--- config.mk ---
export PLATFORM = sky130hd
export DESIGN_NAME = shift_seq
export DESIGN_NICKNAME = d
export VERILOG_FILES = /design/src/rtl/shift_pkg.sv /design/src/rtl/shift_step.sv /design/src/rtl/shift_seq.sv
export SDC_FILE = /design/constraint.sdc
export NUM_CORES = 1
export LEC_CHECK = 0
export CORE_ASPECT_RATIO = 1.25
export CORE_UTILIZATION = 57
export CTS_BUF_LIST = sky130_fd_sc_hd__clkbuf_8
export CTS_CLUSTER_DIAMETER = 30
export DETAILED_ROUTE_END_ITERATION = 8
export PLACE_DENSITY = 0.88
export SLEW_MARGIN = 40
export SYNTH_ARGS = -nofsm -noshare
export SYNTH_HDL_FRONTEND = slang
export SYNTH_HIERARCHICAL = 1
export SYNTH_SLANG_ARGS = --single-unit
export TNS_END_PERCENT = 5
--- constraint.sdc ---
create_clock -name clk -period 4.7 [get_ports clk]
set_clock_uncertainty 0.05 [all_clocks]
set_input_delay 0.94 -clock clk [delete_from_list [all_inputs] [get_ports clk]]
set_output_delay 0.94 -clock clk [all_outputs]
set_load 0.03 [all_outputs]
--- src/rtl/shift_pkg.sv ---
// Shared definitions for the iterative shift/rotate sequencer: op codes,
// FSM state encoding and default sizing.
package shift_pkg;

  localparam int WIDTH_DEF = 16;
  localparam int SHW_DEF   = 4;

  localparam logic [1:0] OP_SLL = 2'b00;
  localparam logic [1:0] OP_SRL = 2'b01;
  localparam logic [1:0] OP_ROL = 2'b10;
  localparam logic [1:0] OP_ROR = 2'b11;

  typedef enum logic [1:0] {
    IDLE  = 2'b00,
    SHIFT = 2'b01,
    DONE  = 2'b10
  } state_t;

endpackage

--- src/rtl/shift_step.sv ---
// Combinational single-position shift/rotate step: one bit per call,
// zero fill for logical shifts, wrap-around for rotates.
module shift_step
  import shift_pkg::*;
#(
  parameter int WIDTH = WIDTH_DEF
) (
  input  logic [1:0]       op,
  input  logic [WIDTH-1:0] acc,
  output logic [WIDTH-1:0] nxt
);

  always_comb begin
    nxt = acc;
    case (op)
      OP_SLL:  nxt = {acc[WIDTH-2:0], 1'b0};
      OP_SRL:  nxt = {1'b0, acc[WIDTH-1:1]};
      OP_ROL:  nxt = {acc[WIDTH-2:0], acc[WIDTH-1]};
      OP_ROR:  nxt = {acc[0], acc[WIDTH-1:1]};
      default: nxt = acc;
    endcase
  end

endmodule

--- src/rtl/shift_seq.sv ---
// Handshaked iterative shifter: accepts {choice, i0, shift_by}, applies one
// bit step per clock, then presents the result until out_ready is seen.
module shift_seq
  import shift_pkg::*;
#(
  parameter int WIDTH = WIDTH_DEF,
  parameter int SHW   = SHW_DEF
) (
  input  logic             clk,
  input  logic             rst_n,
  input  logic             in_valid,
  output logic             in_ready,
  input  logic [1:0]       choice,
  input  logic [WIDTH-1:0] i0,
  input  logic [SHW-1:0]   shift_by,
  output logic             out_valid,
  input  logic             out_ready,
  output logic [WIDTH-1:0] o,
  output logic             busy
);

  // Handshake: a transfer happens on a rising edge where valid and ready are
  // both high; ready never depends combinationally on valid on either channel.
  state_t           state;
  logic [1:0]       op_q;
  logic [WIDTH-1:0] acc;
  logic [SHW-1:0]   cnt;
  logic [WIDTH-1:0] step_nxt;

  shift_step #(.WIDTH(WIDTH)) u_step (
    .op  (op_q),
    .acc (acc),
    .nxt (step_nxt)
  );

  always_ff @(posedge clk or negedge rst_n) begin
    if (!rst_n) begin
      state <= IDLE;
      op_q  <= OP_SLL;
      acc   <= '0;
      cnt   <= '0;
      o     <= '0;
    end else begin
      case (state)
        IDLE: begin
          if (in_valid) begin
            op_q <= choice;
            acc  <= i0;
            cnt  <= shift_by;
            if (shift_by == '0) begin
              o     <= i0;
              state <= DONE;
            end else begin
              state <= SHIFT;
            end
          end
        end
        SHIFT: begin
          acc <= step_nxt;
          cnt <= cnt - 1'b1;
          // The last step goes straight to o so DONE shows the final value.
          if (cnt == SHW'(1)) begin
            o     <= step_nxt;
            state <= DONE;
          end
        end
        DONE: begin
          if (out_ready) state <= IDLE;
        end
        default: state <= IDLE;
      endcase
    end
  end

  assign in_ready  = (state == IDLE);
  assign out_valid = (state == DONE);
  assign busy      = (state == SHIFT) || (state == DONE);

endmodule

==> results.md <==
- Outcome: complete, no violations
- Syn Inst Count: 196
- Seq pwr share: 31.4%
- Hold crit path type: flop to flop
- Clock latency on the worst-skew pair: 0.29 ns
- Core area: 3513 sq um
- Sequential area share after synthesis: 47.09%
- Tightest Pin Transition: 0.8102 ns
- Largest net degree at the start of global routing: 41
- Register-to-Register Path Depth: 7
- Resized Gates After CTS: 0
- Total CTS buffers: 5
- Crit Path Max Fanout: 9
- Final worst path period need: 2.859 ns
- Share of cells above drive strength 1: 20.50%
- Grt ovf: 0
- Fillers: 241
- Port bufs: 44
- Drt initial violations: 69
- CTS H-tree lvls: 2
- Clock power share: 12.6%
- Crit path required time: 3.71 ns
- Fin util: 75.50%
- Clock Root Buffer: clkbuf_8
- Synth Warn #: 6
- Final hold violations: 0
- Seq cells post-synth: 40
- Number of vias per cell: 5.543
- Initial antenna violation count: 0
- Layout Nets: 269
- Routed Antenna Nets: 0
- Switching pwr: 0.9213 mW
- Vias: 1,541
- Max IR drop VDD: 649.7 uV
- Count of final max-slew check failures: 0
- Final critical-path share of the clock period: 60.83%
- Synth top area cells: dfrtp_1 47%, mux2i_1 8.5%, mux2_2 5.8%
- Row cnt: 24
- Unrepaired setup endpoints after global routing: false
- Leading area contributor after synthesis: dfrtp_1
- Final Setup Violations: 0
- First-pass GRT wire length: 7.038 mm
- Register area: 1001 sq um
- Multi-input gate area: 1008 sq um
- Hold-fix buffers, CTS: 0
- MaxCap Viol Count: 0
- Area Overhead vs Synth: 24.78%
- Setup Total Neg Slack: 0 ns
- Die X: 56.62 um
- CP Class: flop to output pin
- Mapped cell area: 2126 sq um
- Antenna cells: 0
- WL per Instance: 14.80 um
- Slew headroom: 45.98%
- Vias in the first global route: 1,551
- GP Congestion: 0.8298
- Cell Count, Final, Fillers Out: 278
- Synth unique cells: 31
- F_max: 349.8 MHz
- CTS tree: done
- Inst Count DP: 270
- Commonest non-fill, non-tap cell in the layout: clkdlybuf4s50_1
- Hold path cells: 2
- PwrDens: 807.6 nW/um^2
- Mapped Avg Cell Area: 10.85 sq um
- Design internal power: 1.221 mW
- CP endpoint kind: output pin
- TritonCTS Sinks: 40
- Tot GR Track Use: 23.00%
- Switching Share: 43.01%
- Initial core utilization: 60.51%
- Synth top area share: 47.09%
- Most frequent cells in the layout: 43 x clkdlybuf4s50_1, 40 x dfrtp_1, 28 x nor2_1, 21 x a21oi_1, 18 x mux2i_1
- # IOs: 45
- Startpoint types: flop
- R2R Setup Slk: 2.36 ns
- Hpwl dp: 2.939 mm
- Clock slew at reported path FFs: 0.07 ns
- Worst Path Arrival: 1.87 ns
- DIE AREA: 3979 sq um
- Setup Buffers After CTS: 0
- Comb power frac: 55.9%
- Die height: 70.28 um
- Clk buf depth: 2
- Total wire length: 4.115 mm
- Syn_nets: 227
- P_leak: 1.087 nW
- Number of remaining DRC errors: 0
- 1st-pass router iterations: 4
synthesized netlist by cell type:
cell type	number
nor2_2	4
buf_1	1
o22a_1	2
nor3_1	1
o211ai_1	1
o21ai_1	1
nand2b_1	1
nand3_1	3
o22ai_1	2
nand2_1	7
buf_6	3
a211oi_4	1
a21oi_2	14
or3b_4	1
buf_2	5
nor2_1	28
ha_1	5
o41a_1	1
buf_12	1
mux2_4	6
nor4_1	1
mux2i_1	18
dfrtp_1	40
clkbuf_1	1
a21oi_1	21
mux2_2	11
a21boi_0	1
o21ai_0	6
a32oi_1	1
inv_1	7
buf_4	1
metal layers:
layer	global-route usage, %	share of wire [%]	vias to the layer above
met2	36.34	50	42
met4	9.214	2.7	0
met1	30.30	43	718
met5	0	0	-
li1	-	-	770
met3	5.556	4.3	11
flip-flops by register name, indices dropped and copies added, names as in the netlist:
signal	count
o	16
op_q	2
acc	16
state	2
cnt	4
power by group through the flow:
stage	Sequential [mW]	Combinational (mW)	Clock [mW]
6_report	0.673	1.20	0.271
5_1_grt	0.696	1.31	0.286
4_1_cts	0.673	1.21	0.273
3_5_place_dp	0.677	1.20	0
3_3_place_gp	0.672	1.17	0
2_1_floorplan	0.752	0.834	0
cell type report:
cell class | instances | share of cell area (%)
clock buffers | 5 | 2.594
clock inverters | 3 | 1.462
inverters | 7 | 0.9906
multi-input cells | 137 | 38.02
flip-flops and latches | 40 | 37.74
well taps | 39 | 1.840
repair buffers | 47 | 17.36
final timing paths:
check | from | end
setup / recovery | state[1] | in_ready
hold / removal | o[1] | o[1]
setup reg to reg | state[1] | o[15]
hold reg to reg | o[1] | o[1]
max in group asynchronous | rst_n | acc[1]
min in group asynchronous | rst_n | o[14]
kinds of logic after synthesis:
group           count (synthesis)  share of synthesized area [%]
flops                          40                          47.09
fa+ha+maj                       5                          2.943
mux                            35                          18.54
simple gates                   46                          9.417
compound gates                 51                          16.36
buf+inv                        19                          5.650
critical path, cell delays in order (launching register included):
cell and delay [ns]:
dfrtp_1 0.38, inv_1 0.10, ha_1 0.36, clkdlybuf4s50_1 0.74
stage by stage:
stage               hold slack, ns  setup slack, ns  total power, mW  instance area [sq um]
finish                      0.4738            1.841            2.142                   2653
global route                0.4973            1.718            2.293                   2653
CTS                         0.4800            1.831            2.154                   2653
detailed placement          0.4623            1.861            1.880                   2545
global placement            0.4570            1.906            1.843                   2542
floorplan                   0.4527            2.519            1.585                   2126
(Power assumes the default switching activity.)
